<file path="config.mk">
export PLATFORM = sky130hd
export DESIGN_NAME = ioctl_word_sink
export DESIGN_NICKNAME = d
export VERILOG_FILES = /design/src/rtl/ioctl_pkg.sv /design/src/rtl/ioctl_word_fifo.sv /design/src/rtl/ioctl_word_sink.sv
export SDC_FILE = /design/constraint.sdc
export NUM_CORES = 1
export LEC_CHECK = 0
export ABC_AREA = 1
export CAP_MARGIN = 20
export CORE_MARGIN = 5
export CORE_UTILIZATION = 45
export DETAILED_ROUTE_END_ITERATION = 16
export PLACE_DENSITY = 0.71
export SLEW_MARGIN = 20
export SYNTH_ARGS = -nofsm -noshare
export SYNTH_HDL_FRONTEND = slang
export SYNTH_HIERARCHICAL = 1
export SYNTH_SLANG_ARGS = --single-unit
</file>
<file path="constraint.sdc">
create_clock -name clk_sys -period 10.9 [get_ports clk_sys]
set_input_delay 2.18 -clock clk_sys [delete_from_list [all_inputs] [get_ports clk_sys]]
set_output_delay 2.18 -clock clk_sys [all_outputs]
set_load 0.02 [all_outputs]
</file>
<file path="src/rtl/ioctl_pkg.sv">
// Shared types for the ioctl byte-to-word download sink: FSM states, the FIFO entry layout and lane helpers.
// Entry fields use the widest supported sizes so that one FIFO entry type serves every instance.
package ioctl_pkg;

    typedef enum logic [1:0] {
        IDLE  = 2'd0,
        RUN   = 2'd1,
        FLUSH = 2'd2,
        DRAIN = 2'd3
    } state_t;

    localparam int MAX_DW = 64;
    localparam int MAX_AW = 32;
    localparam int MAX_NB = MAX_DW / 8;
    localparam int CHAN_W = 3;

    typedef struct packed {
        logic [CHAN_W-1:0] chan;
        logic [MAX_AW-1:0] wa;
        logic [MAX_DW-1:0] data;
        logic [MAX_NB-1:0] be;
    } entry_t;

    // Byte-lane address bits for a given word width (0 for byte-wide memories).
    function automatic int lb_of(input int dw);
        return $clog2(dw / 8);
    endfunction

endpackage

</file>
<file path="src/rtl/ioctl_word_fifo.sv">
// Synchronous word FIFO for assembled download words; accepts a push on a full FIFO when a pop happens in the same cycle.
module ioctl_word_fifo
    import ioctl_pkg::*;
#(
    parameter int DEPTH = 8
) (
    input  logic   clk,
    input  logic   rst_n,
    input  logic   push,
    input  entry_t din,
    input  logic   pop,
    output entry_t dout,
    output logic   full,
    output logic   empty
);

    localparam int PW = $clog2(DEPTH);

    logic [PW:0] wr_ptr;
    logic [PW:0] rd_ptr;
    entry_t      mem [DEPTH];
    logic        do_push;
    logic        do_pop;

    assign empty   = (wr_ptr == rd_ptr);
    assign full    = (wr_ptr[PW] != rd_ptr[PW]) && (wr_ptr[PW-1:0] == rd_ptr[PW-1:0]);
    assign do_pop  = pop && !empty;
    assign do_push = push && (!full || do_pop);
    assign dout    = mem[rd_ptr[PW-1:0]];

    always_ff @(posedge clk or negedge rst_n) begin
        if (!rst_n) begin
            wr_ptr <= '0;
            rd_ptr <= '0;
        end else begin
            if (do_push) wr_ptr <= wr_ptr + 1'b1;
            if (do_pop)  rd_ptr <= rd_ptr + 1'b1;
        end
    end

    always_ff @(posedge clk) begin
        if (do_push) mem[wr_ptr[PW-1:0]] <= din;
    end

endmodule

</file>
<file path="src/rtl/ioctl_word_sink.sv">
// Packs data_io download bytes into DW-bit words with byte enables and hands them to per-channel
// memory ports through a word FIFO with a level req / pulse ack handshake.
module ioctl_word_sink
    import ioctl_pkg::*;
#(
    parameter int DW         = 16,
    parameter int AW         = 25,
    parameter int CHANNELS   = 2,
    parameter int FIFO_DEPTH = 8,
    parameter int BIG_ENDIAN = 0
) (
    input  logic                clk_sys,
    input  logic                reset_n,
    input  logic                ioctl_download,
    input  logic [7:0]          ioctl_index,
    input  logic                ioctl_wr,
    input  logic [AW-1:0]       ioctl_addr,
    input  logic [7:0]          ioctl_dout,
    output logic [CHANNELS-1:0] mem_req,
    input  logic [CHANNELS-1:0] mem_ack,
    output logic [AW-lb_of(DW)-1:0] mem_addr,
    output logic [DW-1:0]       mem_data,
    output logic [DW/8-1:0]     mem_be,
    output logic                busy,
    output logic                done,
    output logic                overflow,
    output logic                dropped
);

    localparam int NB  = DW / 8;
    localparam int LB  = lb_of(DW);
    localparam int LW  = (LB > 0) ? LB : 1;
    localparam int WAW = AW - LB;

    state_t            state;
    logic              dl_q;
    logic              rise;
    logic              fall;
    logic [CHAN_W-1:0] chan;
    logic              discard;
    logic              bad_idx;

    logic [LW-1:0]     lane;
    logic [WAW-1:0]    wa;
    logic [NB-1:0]     lane_bit;
    logic              wr_ok;
    logic              last;

    logic [DW-1:0]     asm_data;
    logic [NB-1:0]     asm_be;
    logic [WAW-1:0]    asm_wa;
    logic              asm_full;
    logic [DW-1:0]     nxt_data;
    logic [NB-1:0]     nxt_be;
    logic [WAW-1:0]    nxt_wa;
    logic              nxt_full;
    logic [DW-1:0]     merged;
    logic [NB-1:0]     merged_be;

    logic              push;
    logic [DW-1:0]     push_data;
    logic [NB-1:0]     push_be;
    logic [WAW-1:0]    push_wa;
    logic              push_p1;
    entry_t            push_entry_p1;

    entry_t            head;
    logic              fifo_full;
    logic              fifo_empty;
    logic              req_active;
    logic              pop;
    logic [CHANNELS-1:0] head_sel;
    logic              unused_bits;

    // Byte lane position inside the word honours the configured endianness.
    function automatic logic [DW-1:0] put_byte(input logic [DW-1:0] d, input logic [LW-1:0] ln,
                                               input logic [7:0] b);
        logic [DW-1:0] r;
        int            pos;
        r   = d;
        pos = (BIG_ENDIAN != 0) ? (NB - 1 - int'(ln)) : int'(ln);
        r[pos*8 +: 8] = b;
        return r;
    endfunction

    assign rise     = ioctl_download && !dl_q;
    assign fall     = !ioctl_download && dl_q;
    assign bad_idx  = int'(ioctl_index[5:0]) >= CHANNELS;
    assign lane     = (LB == 0) ? '0 : LW'(ioctl_addr & AW'(NB - 1));
    assign wa       = WAW'(ioctl_addr >> LB);
    assign lane_bit = NB'(1) << lane;
    assign wr_ok    = (state == RUN) && ioctl_download && ioctl_wr && !discard;
    assign last     = (int'(lane) == NB - 1);
    assign merged    = put_byte(asm_data, lane, ioctl_dout);
    assign merged_be = asm_be | lane_bit;

    // At most one word is pushed per cycle; a completed word displaced by an eviction waits in asm_full.
    always_comb begin
        nxt_data  = asm_data;
        nxt_be    = asm_be;
        nxt_wa    = asm_wa;
        nxt_full  = asm_full;
        push      = 1'b0;
        push_data = asm_data;
        push_be   = asm_be;
        push_wa   = asm_wa;
        if (state == RUN) begin
            if (asm_full || (wr_ok && (asm_be != '0) && (wa != asm_wa))) begin
                push     = 1'b1;
                nxt_data = '0;
                nxt_be   = '0;
                nxt_full = 1'b0;
                if (wr_ok) begin
                    nxt_data = put_byte('0, lane, ioctl_dout);
                    nxt_be   = lane_bit;
                    nxt_wa   = wa;
                    nxt_full = last;
                end
            end else if (wr_ok) begin
                if (last) begin
                    push      = 1'b1;
                    push_data = merged;
                    push_be   = merged_be;
                    push_wa   = wa;
                    nxt_data  = '0;
                    nxt_be    = '0;
                end else begin
                    nxt_data = merged;
                    nxt_be   = merged_be;
                    nxt_wa   = wa;
                end
            end
        end else if ((state == FLUSH) && (asm_be != '0)) begin
            push     = 1'b1;
            nxt_data = '0;
            nxt_be   = '0;
            nxt_full = 1'b0;
        end
    end

    // Stage p1: registered word waiting to enter the FIFO
    always_ff @(posedge clk_sys) begin
        if (rise) begin
            asm_data <= '0;
            asm_wa   <= '0;
        end else begin
            asm_data <= nxt_data;
            asm_wa   <= nxt_wa;
        end
        push_entry_p1.chan <= chan;
        push_entry_p1.wa   <= MAX_AW'(push_wa);
        push_entry_p1.data <= MAX_DW'(push_data);
        push_entry_p1.be   <= MAX_NB'(push_be);
    end

    always_ff @(posedge clk_sys or negedge reset_n) begin
        if (!reset_n) begin
            state      <= IDLE;
            dl_q       <= 1'b0;
            chan       <= '0;
            discard    <= 1'b0;
            asm_be     <= '0;
            asm_full   <= 1'b0;
            push_p1    <= 1'b0;
            req_active <= 1'b0;
            overflow   <= 1'b0;
            dropped    <= 1'b0;
            done       <= 1'b0;
        end else begin
            dl_q    <= ioctl_download;
            done    <= 1'b0;
            push_p1 <= push && !rise;
            if (push_p1 && fifo_full && !pop) overflow <= 1'b1;
            if (rise) begin
                state    <= RUN;
                chan     <= CHAN_W'(ioctl_index[5:0]);
                discard  <= bad_idx;
                dropped  <= bad_idx;
                overflow <= 1'b0;
                asm_be   <= '0;
                asm_full <= 1'b0;
            end else begin
                asm_be   <= nxt_be;
                asm_full <= nxt_full;
                case (state)
                    RUN:     if (fall) state <= FLUSH;
                    FLUSH:   state <= DRAIN;
                    DRAIN: begin
                        if (fifo_empty && !req_active && !push_p1) begin
                            state <= IDLE;
                            done  <= 1'b1;
                        end
                    end
                    default: ;
                endcase
            end
            // Request rises the cycle after the head becomes valid and drops with the accepting ack
            if (req_active) begin
                if (pop) req_active <= 1'b0;
            end else if (!fifo_empty) begin
                req_active <= 1'b1;
            end
        end
    end

    ioctl_word_fifo #(
        .DEPTH(FIFO_DEPTH)
    ) u_fifo (
        .clk  (clk_sys),
        .rst_n(reset_n),
        .push (push_p1),
        .din  (push_entry_p1),
        .pop  (pop),
        .dout (head),
        .full (fifo_full),
        .empty(fifo_empty)
    );

    assign head_sel    = CHANNELS'(1) << head.chan;
    assign pop         = req_active && ((mem_ack & head_sel) != '0);
    assign mem_req     = req_active ? head_sel : '0;
    assign mem_addr    = fifo_empty ? '0 : head.wa[WAW-1:0];
    assign mem_data    = fifo_empty ? '0 : head.data[DW-1:0];
    assign mem_be      = fifo_empty ? '0 : head.be[NB-1:0];
    assign busy        = (state != IDLE);
    assign unused_bits = ^{head, ioctl_index[7:6]};

endmodule

</file>
; ---- Yosys cells after proc, flatten, opt, wreduce, memory -nomap -nowiden
; Memories as Yosys holds them, arrays and structs flattened.
; Cells that the tools add are included.
[word_totals]
mem_count = 1
register_bits = 107
output_inout_bits = 48
ramBits = 360
inputBits = 47
[mem_list]
columns = memory, words, word_bits, rd, rd_ports_with_merged_regs, wr, line_no
row1 = u_fifo.mem, 8, 45, 1, 0, 1, ioctl_word_fifo.sv:21  ; entry_t mem [DEPTH];
[op_classes]
order_cmp = 1
addsub = 3
eq_ne = 13
reduce_logical = 40
n_mux = 58
n_shift = 4
n_bitwise = 3
[ops]
columns = operator, count
row1 = $mux W24, 9
row2 = $mux W16, 11
row3 = $neg A4 Y33, 1
row4 = $shift A8 B33 Y16 const A, 1
row5 = $shiftx A8 B33 Y16, 1
row6 = $mux W2, 16
row7 = $ne A24 B24 Y1, 1
row8 = $mux W1, 20
row9 = $logic_and A1 B1 Y1, 17
row10 = $and A16 B16 Y16, 1
row11 = $bwmux W16, 1
row12 = $reduce_bool A2 Y1, 5
row13 = $logic_not A1 Y1, 9
row14 = $add A4 B1 Y4 const B, 2
row15 = $ge A6 B2 Y1 const B, 1
row16 = $ne A3 B2 Y1 const B, 2
row17 = $ne A3 B3 Y1 const B, 2
row18 = $pmux W2 S3, 1
row19 = $reduce_and A2 Y1, 3
row20 = $reduce_and A3 Y1, 2
row21 = $eq A2 B2 Y1 const B, 2
row22 = $eq A4 B4 Y1, 1
row23 = $ne A4 B3 Y1 const B, 1
row24 = $reduce_bool A4 Y1, 1
row25 = 10 further kinds, 11

; ---- Logic depth before layout (Yosys ltp)
[logic_depth]
word_depth = 10
mapped_depth = 19

; ---- Cells and area by module
; Netlist, hierarchy kept.
[by_module_without_submodules]
columns = mod, n_inst, cells_per_inst, area_per_inst_um2
row1 = ioctl_word_fifo, 1, 2494, 33457.1
row2 = ioctl_word_sink, 1, 674, 4521.8

; ---- Least setup slack after synthesis
; Ideal clock, no wire load.
[synth_path]
path_kind = input to register
startpoint = input mem_ack[1]
endpoint = memory u_fifo/mem[2][0] (netlist name), enable pin
setup_ps = 574
required_time_ps = 10326
path_buffers = 0
t_arrival_ps = 7358
setup_slack_ps = 2967
stages = 8
cell_sequence = inv_1 o21ai_0 nand2_1 inv_1 inv_1 nand4_4 nand3_1 nor2_1
[synth_via]
elab_chain_len = 8
[synth_rtl]
columns = element, line_no
row1 = "start, declared", ioctl_word_sink.sv:20  ; input logic [CHANNELS-1:0] mem_ack,
row2 = $and A2 B2 Y2, ioctl_word_sink.sv:220  ; assign pop = req_active && ((mem_ack & head_sel) != '0);
row3 = $reduce_bool A2 Y1, ioctl_word_sink.sv:220
row4 = $logic_and A1 B1 Y1, ioctl_word_sink.sv:220
row5 = via pop, ioctl_word_sink.sv:71  ; logic pop;
row6 = $logic_and A1 B1 Y1, ioctl_word_fifo.sv:27  ; assign do_pop = pop && !empty;
row7 = $logic_or A1 B1 Y1, ioctl_word_fifo.sv:28  ; assign do_push = push && (!full || do_pop);
row8 = $logic_and A1 B1 Y1, ioctl_word_fifo.sv:28
row9 = $mux W1, ioctl_word_fifo.sv:42  ; if (do_push) mem[wr_ptr[PW-1:0]] <= din;
row10 = $mux W1 (not written as such), ioctl_word_fifo.sv:42
row11 = "end, declared", ioctl_word_fifo.sv:21
; The timed path passes the listed nets, and every way through them passes these cells.

==> results.py <==
metrics = {
    "worst_setup_path": {
        "cp_common_cell": "nand2_1",
        "r2r_start": "u_fifo/rd_ptr[0]",
        "crit_chain": "buf_6, buf_4, o21ai_0, o22ai_1, nand2_1, nand2_1, nand3b_1, nor2_1, clkdlybuf4s50_1",
        "critPathBufInv": 3,
        "cp-start-kind": "flip-flop",
        "crit_required_ps": 8720,
        "worstRegToRegCells": 15,
        "endpoint_kind": "primary output",
        "critPathMaxFanout": 114,
        "crit_type": "flip-flop to primary output",
        "crit_family": "buffers and inverters",
        "reg2reg_slack_ps": 5410,
        "r2r_end": "u_fifo/mem[6][16]",
        "critPathArrivalTime_ps": 3990,
        "slowest_stage": "buf_4",
        "max_stage_delay_ps": 680,
    },
    "clock_network": {
        "clock_path_buffers": 3,
        "postCtsHoldBufs": 0,
        "htreeDepth": 2,
        "cts-root-buf": "clkbuf_16",
        "cts-resized-gates": 0,
        "insertion_delay_ps": 540,
        "cts_tree": "done",
        "numCtsBuffers": 43,
        "post-cts-setup-buffers": 0,
        "clkTransAtPathRegs_ps": 60,
        "cts.sinks": 467,
    },
    "pwr": {
        "cellPowerDensity_nw_per_um2": 217,
        "power.leakage_nw": 7.60,
        "vdd.ir_drop.worst_uv": 109,
    },
    "floorplan": {
        "rows": 75,
        "dieArea_sq_um": 46800,
        "fp.dieH_um": 216,
        "die_w_um": 216,
        "core_sq_um": 42000,
        "ios": 95,
        "initial_utilization": 0.456,
    },
    "route": {
        "wl_per_cell_um": 17.9,
        "ant_nets": 0,
        "drtPass1Iterations": 6,
        "wirelength_um": 42900,
        "initialDrtViolationCount": 1111,
        "drt-vias-per-instance": 5.30,
        "via_count": 12700,
        "drc": 0,
    },
    "hold_path": {
        "whs_path_depth": 0,
        "holdPathEnd": "push_entry_p1[14]",
        "hp-class": "flip-flop to flip-flop",
        "min_from": "asm_data[6]",
    },
    "timing": {
        "fin_crit_ps": 6170,
        "min_period_over_period": 0.566,
        "finClkSkew_ps": 13.7,
        "whs_ps": 402,
        "max_slew_margin": 0.256,
        "finalSetupTns_ps": 0,
        "slew_violations": 0,
        "final-setup-viol-count": 0,
        "rsz0062_at_grt": "false",
        "finalHoldViolations": 0,
        "worst_pin_slew_ps": 1120,
        "fmax_ghz": 0.162,
    },
    "yosys": {
        "yosys_warnings": 6,
        "postSynthCellCount": 1810,
        "synthesis.nets": 1860,
        "netlist_area_sq_um": 19200,
        "avgSynthCellArea_sq_um": 10.6,
    },
    "place": {
        "portBuffers": 92,
        "gp_congestion": 0.818,
        "dp_hpwl_um": 23900,
    },
    "finish": {
        "fin_nets": 1869,
        "fin_util": 0.512,
        "area_growth_pct": 12.3,
        "final_common_cell": "edfxtp_1",
        "final_cell_mix": "edfxtp_1, nand2_1, nor2_1",
        "drive_gt1_frac": 0.0599,
    },
    "global_routing": {
        "antenna_found_initial": 0,
        "grt_start_max_net_pins": 115,
        "grt-ovfl-total": 0,
        "grtUsageTotal": 0.179,
        "grt_pass1_vias": 12100,
        "grt_pass1_wl_um": 66700,
    },
    "run": {
        "cap_violations": 0,
    },
    "status": {
        "status": "completed",
    },
}
metal layers:
metal,up-vias,track usage,share of wire
met3,62,0.0227,0.062
met2,420,0.298,0.48
met5,-,0,0
li1,6130,-,-
met4,0,0.0488,0.020
met1,6085,0.251,0.44
state kept, by name, indices dropped and copies added, names as in the netlist:
name	count
asm_be	2
asm_data	16
asm_full	1
asm_wa	24
chan	3
discard	1
dl_q	1
done	1
overflow	1
push_entry_p1	45
push_p1	1
req_active	1
state	2
u_fifo/mem	360
u_fifo/rd_ptr	4
u_fifo/wr_ptr	4
layout make-up:
cell class                      instances  area [sq um]
Fill cell                            3607         20500
Sequential cell                       467         13100
Clock buffer                           56          1170
Inverter                              118           449
Clock inverter                         23           158
Tap cell                              539           674
Multi-Input combinational cell       1080          4940
Timing Repair Buffer                  109          1050
Antenna cell                            2          5.00
power breakdown:
part	internal, mW	leakage, nW	switching, mW
combinational	0.434	2.90	0.866
clock	0.803	0.645	0.614
sequential	1.93	4.05	0.0293
total	3.17	7.60	1.51
worst max path at each step:
stage / from / end / slack (ps) / depth (start not counted)
floorplan: mem_ack[1] / u_fifo/mem[2][0] / 5650 / 8
global placement: u_fifo/rd_ptr[0] / mem_req[1] / 5120 / 9
detailed placement: u_fifo/rd_ptr[0] / mem_req[1] / 5020 / 9
CTS: u_fifo/rd_ptr[0] / mem_req[1] / 4390 / 9
global route: u_fifo/rd_ptr[0] / mem_req[1] / 4370 / 9
finish: u_fifo/rd_ptr[0] / mem_req[1] / 4730 / 9
metrics by stage:
step / instances / power (mW) / area, sq um / setup slack (ps)
floorplan: 1810 / 2.93 / 19200 / 5650
global placement: 2313 / 3.27 / 20200 / 5120
detailed placement: 2313 / 3.30 / 20200 / 5020
CTS: 2392 / 4.72 / 21500 / 4390
global route: 2392 / 4.92 / 21500 / 4370
finish: 2394 / 4.68 / 21500 / 4730
Power figures use the tool's default switching activity.
